$ cat src/rtl/serial_8250_pkg.sv
// Shared constants for the 8250-style serial blocks: FSM state encoding,
// oversample ratio and the mid-bit tick used to qualify a start bit.
package serial_8250_pkg;

    localparam logic [2:0] ST_IDLE    = 3'd0;
    localparam logic [2:0] ST_START   = 3'd1;
    localparam logic [2:0] ST_DATA    = 3'd2;
    localparam logic [2:0] ST_PARITY  = 3'd3;
    localparam logic [2:0] ST_STOP    = 3'd4;
    localparam logic [2:0] ST_WAIT_HI = 3'd5;

    localparam int         OVS       = 16;
    localparam logic [3:0] MID_TICK  = 4'd7;
    localparam logic [3:0] LAST_TICK = 4'(OVS - 1);

    // True when data plus parity bit do not match the configured parity sense.
    function automatic logic parity_bad(input logic [7:0] data, input logic pbit,
                                        input logic odd);
        return (^{data, pbit}) != odd;
    endfunction

endpackage

$ cat src/rtl/baud_tick_gen.sv
// Oversample tick generator: one-clk pulse every DIV clks, realigned to 0
// whenever restart is asserted so bit sampling tracks the start edge.
module baud_tick_gen
    import serial_8250_pkg::*;
#(
    parameter int unsigned DIV = 27
) (
    input  logic clk,
    input  logic rst,
    input  logic restart,
    output logic tick
);

    logic [15:0] r_cnt;

    assign tick = (r_cnt == 16'(DIV - 1));

    always_ff @(posedge clk) begin
        if (rst || restart || tick) begin
            r_cnt <= '0;
        end else begin
            r_cnt <= r_cnt + 16'd1;
        end
    end

endmodule

$ cat src/rtl/serial_rx_8250.sv
// 8250-style serial receiver, 16x oversampled, 8N1 by default.
// Define RX_PARITY_EN for 8 data + parity + 1 stop framing with par_err reporting.
module serial_rx_8250
    import serial_8250_pkg::*;
#(
    parameter int unsigned DIV        = 27,
    parameter bit          PARITY_ODD = 1'b0
) (
    input  logic       clk,
    input  logic       rst,
    input  logic       rxd,
    output logic [7:0] data_in,
    output logic       data_finish,
    output logic       frame_err,
    output logic       par_err,
    output logic       busy
);

    logic       r_sync1, r_sync2;
    logic [2:0] r_state;
    logic [3:0] r_ovs;
    logic [2:0] r_bitcnt;
    logic [7:0] r_shift;
    logic [7:0] r_data;
    logic       r_fin;
    logic       r_ferr;
    logic       w_rx;
    logic       w_tick;
    logic       w_restart;
    logic       w_last;

    // Synchronizer idles high so reset never looks like a start edge.
    always_ff @(posedge clk) begin
        if (rst) begin
            r_sync1 <= 1'b1;
            r_sync2 <= 1'b1;
        end else begin
            r_sync1 <= rxd;
            r_sync2 <= r_sync1;
        end
    end

    assign w_rx      = r_sync2;
    assign w_restart = (r_state == ST_IDLE) && !w_rx;
    assign w_last    = w_tick && (r_ovs == LAST_TICK);

    baud_tick_gen #(.DIV(DIV)) u_tick (
        .clk     (clk),
        .rst     (rst),
        .restart (w_restart),
        .tick    (w_tick)
    );

    always_ff @(posedge clk) begin
        if (rst) begin
            r_state  <= ST_IDLE;
            r_ovs    <= '0;
            r_bitcnt <= '0;
            r_shift  <= '0;
            r_data   <= '0;
            r_fin    <= 1'b0;
            r_ferr   <= 1'b0;
        end else begin
            r_fin  <= 1'b0;
            r_ferr <= 1'b0;
            case (r_state)
                ST_IDLE: begin
                    if (!w_rx) begin
                        r_state <= ST_START;
                        r_ovs   <= '0;
                    end
                end
                ST_START: begin
                    if (w_tick) begin
                        if (r_ovs == MID_TICK) begin
                            r_ovs    <= '0;
                            r_bitcnt <= '0;
                            r_state  <= w_rx ? ST_IDLE : ST_DATA;
                        end else begin
                            r_ovs <= r_ovs + 4'd1;
                        end
                    end
                end
                ST_DATA: begin
                    // r_ovs wraps 15 -> 0, so each sample lands mid-bit.
                    if (w_tick) begin
                        r_ovs <= r_ovs + 4'd1;
                        if (r_ovs == LAST_TICK) begin
                            r_shift  <= {w_rx, r_shift[7:1]};
                            r_bitcnt <= r_bitcnt + 3'd1;
                            if (r_bitcnt == 3'd7) begin
`ifdef RX_PARITY_EN
                                r_state <= ST_PARITY;
`else
                                r_state <= ST_STOP;
`endif
                            end
                        end
                    end
                end
`ifdef RX_PARITY_EN
                ST_PARITY: begin
                    if (w_tick) begin
                        r_ovs <= r_ovs + 4'd1;
                        if (r_ovs == LAST_TICK) r_state <= ST_STOP;
                    end
                end
`endif
                ST_STOP: begin
                    if (w_tick) begin
                        r_ovs <= r_ovs + 4'd1;
                        if (r_ovs == LAST_TICK) begin
                            if (w_rx) begin
                                r_data  <= r_shift;
                                r_fin   <= 1'b1;
                                r_state <= ST_IDLE;
                            end else begin
                                r_ferr  <= 1'b1;
                                r_state <= ST_WAIT_HI;
                            end
                        end
                    end
                end
                ST_WAIT_HI: begin
                    // A break holds the line low; wait it out for a single frame_err.
                    if (w_rx) r_state <= ST_IDLE;
                end
                default: r_state <= ST_IDLE;
            endcase
        end
    end

`ifdef RX_PARITY_EN
    logic r_par_pend;
    logic r_par_err;

    always_ff @(posedge clk) begin
        if (rst) begin
            r_par_pend <= 1'b0;
            r_par_err  <= 1'b0;
        end else begin
            if (r_state == ST_PARITY && w_last)
                r_par_pend <= parity_bad(r_shift, w_rx, PARITY_ODD);
            if (r_state == ST_STOP && w_last && w_rx)
                r_par_err <= r_par_pend;
        end
    end

    assign par_err = r_par_err;
`else
    logic w_unused_cfg;
    assign w_unused_cfg = PARITY_ODD;
    assign par_err      = 1'b0;
`endif

    assign data_in     = r_data;
    assign data_finish = r_fin;
    assign frame_err   = r_ferr;
    assign busy        = (r_state != ST_IDLE);

endmodule
$ cat config.mk
export PLATFORM = sky130hd
export DESIGN_NAME = serial_rx_8250
export DESIGN_NICKNAME = d
export VERILOG_FILES = /design/src/rtl/serial_8250_pkg.sv /design/src/rtl/baud_tick_gen.sv /design/src/rtl/serial_rx_8250.sv
export SDC_FILE = /design/constraint.sdc
export NUM_CORES = 1
export LEC_CHECK = 0
export CAP_MARGIN = 20
export CORE_ASPECT_RATIO = 0.6
export CORE_UTILIZATION = 57
export CTS_CLUSTER_DIAMETER = 60
export CTS_CLUSTER_SIZE = 20
export DETAILED_ROUTE_END_ITERATION = 16
export PLACE_DENSITY = 0.78
export SYNTH_ARGS = -nofsm -noshare
export SYNTH_HDL_FRONTEND = slang
export SYNTH_HIERARCHICAL = 1
export SYNTH_SLANG_ARGS = --single-unit
export TNS_END_PERCENT = 20
$ cat constraint.sdc
create_clock -name clk -period 2.7 [get_ports clk]
set_input_delay 0.54 -clock clk [delete_from_list [all_inputs] [get_ports clk]]
set_output_delay 0.54 -clock clk [all_outputs]
set_load 0.05 [all_outputs]
**Word level (Yosys, flattened, before mapping)**

Index checks and enable logic that the tools add are counted.

- Logic and storage cells: 73
- Bits of input ports: 3
- Output and inout bits: 12
- Register bits after elaboration: 46

- Mux-type cells: 24
- Eq/ne operators: 18
- Reductions and logical operators: 15
- Add/subtract/negate cells: 3
- Bitwise logic cells: 3

Operators with widths:

| operator | count |
|---|---|
| $mux W3 | 14 |
| $add A16 B1 Y16 const B | 1 |
| $eq A16 B5 Y1 const B | 1 |
| $mux W4 | 4 |
| $pmux W3 S5 | 1 |
| $ne A2 B2 Y1 const B | 6 |
| $pmux W4 S3 | 1 |
| $eq A3 B3 Y1 const B | 3 |
| $reduce_and A9 Y1 | 1 |
| $ne A2 B1 Y1 const B | 4 |
| $reduce_and A4 Y1 | 2 |
| $pmux W3 S2 | 1 |
| $reduce_bool A3 Y1 | 2 |
| $reduce_and A5 Y1 | 1 |
| $add A4 B1 Y4 const B | 1 |
| $eq A4 B3 Y1 const B | 1 |
| $eq A4 B4 Y1 const B | 1 |
| $reduce_or A4 Y1 | 1 |
| $add A3 B1 Y3 const B | 1 |
| $eq A3 B1 Y1 const B | 1 |
| $eq A3 B2 Y1 const B | 1 |
| $logic_not A3 Y1 | 1 |
| $not A1 Y1 | 3 |
| $reduce_and A3 Y1 | 1 |
| other kinds (7) | 9 |

**Depth between registers and ports, before layout**

Gate-level depths: netlist of run 1.

- Word-level depth: 5
- Mapped depth: 10
- Mapped depth without buffers: 9

**By module**

The synthesis of run 1 kept the hierarchy.

Modules (own cells, without submodules):

| module | seq. area each (sq um) | area an instance (sq um) | cells each | instances |
|---|---|---|---|---|
| serial_rx_8250 | 600.6 | 1370.1 | 148 | 1 |
| baud_tick_gen | 320.3 | 723.2 | 81 | 1 |

**Least setup slack after synthesis of run 1**

OpenSTA, ideal clock, no wires.

- Path kind: register to register
- Start: reg u_tick.r_cnt[9]
- End: reg r_ovs[3]
- Slack: 0.290 ns
- Setup time: 0.070 ns
- Data arrival time: 2.340 ns
- Stages on the path, launching flop included: 9
- Required time: 2.630 ns
- Path buffers: 0
- Clock period less this slack: 2.410 ns
- Cell sequence: dfxtp_1 -> or4_1 -> nor4_2 -> and2_2 -> inv_1 -> a211o_1 -> o31a_1 -> or4_1 -> a21oi_1

- Word-level cells in the longest chain between the ends: 3
- Elaborated cells between the ends (all ways): 4
- Classes of those cells: eq/ne (3); reduce/logical (1)

RTL lines:

| item | line | text |
|---|---|---|
| from (decl) | baud_tick_gen.sv:14 | `logic [15:0] r_cnt;` |
| from (signal assigned) | baud_tick_gen.sv:22 | `r_cnt <= r_cnt + 16'd1;` |
| $eq A16 B5 Y1 (*) | baud_tick_gen.sv:16 | `assign tick = (r_cnt == 16'(DIV - 1));` |
| net w_tick | serial_rx_8250.sv:28 | `logic w_tick;` |
| $ne A2 B1 Y1 (no source line) | - |  |
| $reduce_and A4 Y1 (no source line) (*) | - |  |
| to (signal assigned) | serial_rx_8250.sv:80 | `r_ovs <= r_ovs + 4'd1;` |
| to (signal assigned) | serial_rx_8250.sv:87 | `r_ovs <= r_ovs + 4'd1;` |
| to (signal assigned) | serial_rx_8250.sv:111 | `r_ovs <= r_ovs + 4'd1;` |
| to (decl) | serial_rx_8250.sv:21 | `logic [3:0] r_ovs;` |

Mark *: on every way through the listed nets, which the timed path passes. The rest lies on a longest branch.
A chain may end at the register's enable or synchronous reset.

**Worst setup path after layout of run 1**

- Start: reg u_tick.r_cnt[10]
- End: reg r_ovs[3]

Same word-level chain as after synthesis.

==> results.md, run 1 <==
- Status: finished clean
- Layout area overhead: 12.5%
- Die height: between 40 and 50 um
- CP required: about 2.9 ns
- R2R depth: 7
- Vias in the first global route: around 1,300
- Io pins: 15
- Tightest Pin Transition: 0.508 ns
- RR Endpoint: r_ovs[3]
- Crit start category: register
- Dpl hpwl: 2760 um
- Hold_ws: ~0.42 ns
- Distinct cells, synth: 47
- Power Dens Cells: between 500 and 600 mW/mm^2
- Drc violations: 0
- Worst Hold End: r_sync2
- Max IR drop VDD: roughly 0.00044 V
- Worst-path clk slew: roughly 0.080 ns
- Synthesized flop and latch total: 46
- Gp weighted congestion: around 0.87
- Final std cells w/o fill: 288
- Post-synth EDFFs: 0
- Unrepaired setup endpoints after global routing: no
- Clk root buf: clkbuf_8
- Violation count after the first detailed-route iteration: about 200
- Ys async rst share: 0%
- Routed wire length: 3870 um
- Final nets: 250
- Final setup skew: 0.00277 ns
- Deepest clock path buffer count: 2
- HP Class: reg2reg
- Fin. Hold Viols: 0
- Worst hold path depth: 1
- Worst-Skew Late Latency: about 0.29 ns
- CTS sink cnt: 46
- Layout cell share with drive strength beyond 1: a little under a tenth
- Total Neg Setup Slack: 0 ns
- CTS tree: done
- Gr usage total: approximately 23%
- FP Rows: 16
- WL/cell: about 13 um
- WP data arrival: between 2 and 3 ns
- H-tree Lvls: 2
- Crit. End Element: register
- Comb power frac: under 10%
- DR vias: roughly 1,600
- Drt first pass iters: 5
- Port Buf Inserts: 13
- Max Clock Freq: between 300 and 400 MHz
- Seq pwr share: a little under three fifths
- Minimum clock period: 2.59 ns
- Max_slew headroom: between 60% and 70%
- Total power: between 1 and 1.5 mW
- Final setup fails: 0
- Hold Startpoint: r_sync1
- R2R Path Start: u_tick/r_cnt[10]
- Initial antenna violation count: 0
- Initial Utilization: roughly 62%
- Largest net degree at the start of global routing: 21
- Core area: 0.00338 mm^2
- Post-synthesis net count: ~240
- Crit Path Category: reg2reg
- Cell Area, Synth: 0.00209 mm^2
- Die X: approximately 80 um
- Flop2flop setup slack: about 0.11 ns
- Die Outline Area: slightly below 0.004 mm^2
- Clock Power Share: 39.4%
- NetSw: ~0.26 mW
- Antenna Cells: 0
- Total CTS buffers: 5
- Sw Share: 21.0%
- Mapped Avg Cell Area: a little over 9 um^2
- Finished Cell Area: roughly 0.0024 mm^2
- Leak pwr: 0.852 nW
- Cells after Synth: roughly 230
- Grt ovf: 0
- Crit path max fanout: 5
- DR vias/cell: 5.66
- Tcrit/Tclk final: a little over nine tenths
- Sequential fraction of the synthesis area: 44.0%
- P_int: ~0.98 mW
- First-pass GRT wire length: roughly 6600 um
- Most used DFF post-synth: dfxtp_1
- Ys Warns: 6
- Final ANT Viol Nets: 0
- DP Area: 0.00223 mm^2
- Dpl cells: about 280
- Number of max-slew violations in the final report: 0
- Max cap viols: 0
==> stage by stage <==
step,util (%),worst slack [ns]
after floorplan,-,0.290
after global placement,66.0,0.172
after detailed placement,66.0,0.133
after CTS,69.2,0.110
after global routing,69.6,0.0164
final,69.6,0.106
==> area by class of cell <==
type / instances / area (um^2)
clock buffer: 5 / 68.8
multi-input combinational: 166 / 1080
sequential: 46 / 922
fill: 271 / 1030
inverter: 5 / 18.8
clock inverter: 3 / 40.0
tap: 45 / 56.3
timing repair buffer: 18 / 171
==> placed cells by master (no fill, tap or decap), drive strengths merged, types with 6 or more instances in the layout <==
| cell type | n |
|---|---|
| a21oi | 6 |
| clkdlybuf4s50 | 13 |
| dfxtp | 46 |
| mux2i | 18 |
| nand2 | 11 |
| nand3 | 10 |
| nor2 | 42 |
| nor3 | 7 |
| nor4 | 7 |
| xnor2 | 10 |
==> flip-flops by register name, summed over array words and instances (netlist names) <==
signal        count
frame_err         1
r_shift           8
u_tick/r_cnt     16
r_ovs             4
r_sync2           1
data_in           8
data_finish       1
r_sync1           1
r_state           3
r_bitcnt          3
==> worst max-delay path: stages, from the launching register on <==
cell and delay (ns):
dfxtp_1 0.36, or4_1 0.53, nor4_2 0.28, and2_4 0.21, a21oi_1 0.11, o31a_1 0.38
or4_1 0.51, a21oi_1 0.14
==> how the worst max path moves through the flow <==
stage                          start       end  slack, ns  depth (start not counted)
detailed placement   u_tick/r_cnt[9]  r_ovs[3]       0.13                          7
floorplan            u_tick/r_cnt[9]  r_ovs[3]       0.29                          8
CTS                  u_tick/r_cnt[9]  r_ovs[3]       0.11                          7
global route        u_tick/r_cnt[10]  r_ovs[3]       0.02                          7
finish              u_tick/r_cnt[10]  r_ovs[3]       0.11                          7
global placement     u_tick/r_cnt[9]  r_ovs[3]       0.17                          7
==> kinds of logic (layout without fill, tap and decap cells) <==
family          after synthesis  count (layout)  share of synthesized area (%)
simple gates                105             105                           25.6
compound gates               22              22                           7.65
buf+inv                      17              31                           4.60
mux                          19              19                           9.15
xor+xnor                     14              14                           5.86
fa+ha+maj                     5               5                           2.99
flops                        46              46                           44.0
other cells                   1               1                          0.179
==> cells in the mapped netlist (3+ instances only) <==
cell / number / share of area, %
nor4_1: 6 / 1.8
xnor2_1: 10 / 4.2
dfxtp_1: 46 / 44
clkbuf_1: 3 / 0.54
buf_2: 5 / 1.2
mux2i_1: 18 / 8.6
nand4_1: 5 / 1.5
nor3_1: 6 / 1.4
inv_1: 5 / 0.90
nand2_1: 11 / 2.0
a21oi_1: 6 / 1.4
nor2_1: 42 / 7.5
nand2b_1: 4 / 1.2
or4_1: 3 / 1.1
ha_1: 5 / 3.0
xor2_1: 4 / 1.7
nand3_1: 10 / 2.4
buf_6: 3 / 1.6
nor3b_1: 3 / 1.1
==> layer usage <==
metal  vias to the layer above  GRT usage, %  routed length [um]
li1                        822             -                   -
met1                       745          37.6                2230
met2                        61          25.4                1360
met3                         2          6.73                 259
met4                         0          8.04                  17
met5                         -             0                   0
==> power by group through the flow <==
stage	clock network, mW	logic (mW)	registers, mW
floorplan	0	0.0457	0.705
global placement	0	0.0541	0.710
detailed placement	0	0.0541	0.710
CTS	0.504	0.0543	0.694
global route	0.530	0.0613	0.697
finish	0.488	0.0558	0.694
==> what timing repair did <==
item                                    CTS  global route
endpoints found under the setup margin    0             3
hold buffers                              0             0
gates resized for setup                   0             3
setup buffers                             0             1
Note: power is estimated with default switching activity, not from simulation.
==> run 2: changes to the inputs <==
--- a/config.mk
+++ b/config.mk
@@ -6,12 +6,14 @@
 export NUM_CORES = 1
 export LEC_CHECK = 0
 export CAP_MARGIN = 20
+export CELL_PAD_IN_SITES_DETAIL_PLACEMENT = 1
+export CELL_PAD_IN_SITES_GLOBAL_PLACEMENT = 1
 export CORE_ASPECT_RATIO = 0.6
-export CORE_UTILIZATION = 57
+export CORE_UTILIZATION = 44
 export CTS_CLUSTER_DIAMETER = 60
 export CTS_CLUSTER_SIZE = 20
 export DETAILED_ROUTE_END_ITERATION = 16
-export PLACE_DENSITY = 0.78
+export PLACE_DENSITY_LB_ADDON = 0.1
 export SYNTH_ARGS = -nofsm -noshare
 export SYNTH_HDL_FRONTEND = slang
 export SYNTH_HIERARCHICAL = 1
==> results.md, run 2 (synthesis gave the netlist of run 1 again) <==
- Final nets: 255 (was 250)
- Crit path max fanout: 6 (was 5)
- Crit. End Element: register (unchanged)
- Largest net degree at the start of global routing: 22 (was 21)
- Max IR drop VDD: 0.000286 V (was 0.000438 V)
- Crit Path Category: reg2reg (unchanged)
- Final ANT Viol Nets: 0 (unchanged)
- Crit start category: register (unchanged)
- Gp weighted congestion: 0.790 (was 0.870)
- GR peak layer: met2 (was met1)
- Critical Path Max Stage Delay: 0.55 ns (was 0.53 ns)
- DR vias/cell: 5.42 (was 5.66)
- H-tree Lvls: 2 (unchanged)
- Initial antenna violation count: 0 (unchanged)
- Port Buf Inserts: 13 (unchanged)
- Gr usage total: 20.7% (was 22.5%)
- Register name with the most flops: u_tick/r_cnt (unchanged)
- Drt first pass iters: 4 (was 5)
- Hold-fix buffers, CTS: 0 (unchanged)
- CP Cell Sequence: or4_1 > nor4_2 > and2_2 > a21oi_1 > o31a_1 > or4_1 > a21oi_1 (was or4_1 > nor4_2 > and2_4 > a21oi_1 > o31a_1 > or4_1 > a21oi_1)
- Met1 GRT Util: 29.2% (was 37.6%)
- Core area: 0.00456 mm^2 (was 0.00338 mm^2)
- Worst Hold End: r_sync2 (unchanged)
- Antenna Cells: 0 (unchanged)
- Total Neg Setup Slack: 0 ns (unchanged)
- Max_slew headroom: 59.8% (was 66.1%)
- CTS sink cnt: 46 (unchanged)
- R2R depth: 7 (unchanged)
- Clk root buf: clkbuf_8 (unchanged)
- Die X: 91.0 um (was 80.2 um)
- Unrepaired setup endpoints after global routing: no (unchanged)
- WP data arrival: 2.79 ns (was 2.82 ns)
- Layout cell share with drive strength beyond 1: 10.9% (was 9.47%)
- Tightest Pin Transition: 0.601 ns (was 0.508 ns)
- Die height: 55.4 um (was 48.9 um)
- Flip-flop count of the largest register after layout: 16 (unchanged)
- Worst-Skew Late Latency: 0.30 ns (was 0.29 ns)
- CP required: 2.94 ns (was 2.93 ns)
- Max Clock Freq: 391 MHz (was 385 MHz)
- Dpl hpwl: 3500 um (was 2760 um)
- Hold Startpoint: r_sync1 (unchanged)
- Met3 Use GR: 4.13% (was 6.73%)
- Die Outline Area: 0.00505 mm^2 (was 0.00393 mm^2)
- Total power: 1.19 mW (was 1.24 mW)
- Io pins: 15 (unchanged)
- Commonest non-fill, non-tap cell in the layout: dfxtp_1 (unchanged)
- Layout area overhead: 14.5% (was 12.5%)
- Commonest cells after routing, fill and taps aside: dfxtp_1 (46), nor2_1 (42), mux2i_1 (18) (was dfxtp_1 (45), nor2_1 (42), mux2i_1 (18))
- HP Class: reg2reg (unchanged)
- DR vias: 1,685 (was 1,630)
- Deepest clock path buffer count: 2 (unchanged)
- Drc violations: 0 (unchanged)
- Final setup fails: 0 (unchanged)
- Number of max-slew violations in the final report: 0 (unchanged)
- WL/cell: 15.4 um (was 13.4 um)
- Leak pwr: 0.861 nW (was 0.852 nW)
- Met2 Use GR: 32.0% (was 25.4%)
- CTS tree: done (unchanged)
- Routed wire length: 4780 um (was 3870 um)
- Minimum clock period: 2.56 ns (was 2.59 ns)
- RR Endpoint: r_ovs[3] (unchanged)
- Cell family with most CP delay: simple AND/OR/NAND/NOR gates (unchanged)
- Critical-path top delay cell: or4_1 (unchanged)
- Total CTS buffers: 5 (unchanged)
- Flop2flop setup slack: 0.14 ns (was 0.11 ns)
- Worst hold path depth: 1 (unchanged)
- Final setup skew: 0.00695 ns (was 0.00277 ns)
- FP Rows: 19 (was 16)
- Core Util, Final: 52.5% (was 69.6%)
- Fin. Hold Viols: 0 (unchanged)
- Vias in the first global route: 1,723 (was 1,343)
- Worst Path Buf+Inv: 0 (unchanged)
- Violation count after the first detailed-route iteration: 74 (was 203)
- Max cap viols: 0 (unchanged)
- First-pass GRT wire length: 8290 um (was 6610 um)
- Status: finished clean (unchanged)
- Worst-path clk slew: 0.09 ns (was 0.08 ns)
- Initial Utilization: 45.9% (was 61.9%)
- Tcrit/Tclk final: 94.7% (was 96.1%)
- Power Dens Cells: 498 mW/mm^2 (was 526 mW/mm^2)
- R2R Path Start: u_tick/r_cnt[9] (was u_tick/r_cnt[10])
- Grt ovf: 0 (unchanged)
-- run 2: what timing repair did --
item	CTS	global route
buffers inserted	0	2
resized for setup	0	1
endpoints found under the setup margin	0	8
-- run 2: cell type report --
cell class                      instances  area (um^2)
Clock inverter                          3         25.0
Tap cell                               63         78.8
Inverter                                5         18.8
Sequential cell                        46          921
Timing Repair Buffer                   23          209
Multi-Input combinational cell        166         1080
Fill cell                             542         2170
Clock buffer                            5         68.8
-- run 2: how the worst max path moves through the flow --
stage / startpoint / to / slack, ns / depth (start not counted)
global placement: u_tick/r_cnt[9] / r_ovs[3] / 0.22 / 8
finish: u_tick/r_cnt[9] / r_ovs[3] / 0.14 / 7
floorplan: u_tick/r_cnt[9] / r_ovs[3] / 0.29 / 8
global route: u_tick/r_cnt[9] / r_ovs[3] / 0.006 / 7
detailed placement: u_tick/r_cnt[9] / r_shift[4] / 0.12 / 9
CTS: u_tick/r_cnt[9] / r_shift[5] / 0.07 / 9
-- run 2: per-layer routing --
| metal | vias to the layer above | routed length, um |
|---|---|---|
| li1 | 835 | - |
| met1 | 817 | 2450 |
| met2 | 27 | 2150 |
| met3 | 6 | 122 |
| met4 | 0 | 57 |
| met5 | - | 0 |
-- run 2: power breakdown --
group	internal [mW]	switching [mW]	total [mW]	leakage, nW
combinational	0.0242	0.0370	0.0612	0.445
sequential	0.684	0.00955	0.694	0.372
clock	0.187	0.252	0.439	0.0447
-- run 2: through the flow --
step | instance area (um^2) | cells | hold slack [ns] | worst slack, ns
finish | 2400 | 311 | 0.431 | 0.142
global route | 2400 | 311 | 0.445 | 0.00640
CTS | 2380 | 309 | 0.444 | 0.0686
detailed placement | 2280 | 301 | 0.419 | 0.120
global placement | 2280 | 301 | 0.397 | 0.217
floorplan | 2090 | 229 | 0.389 | 0.290
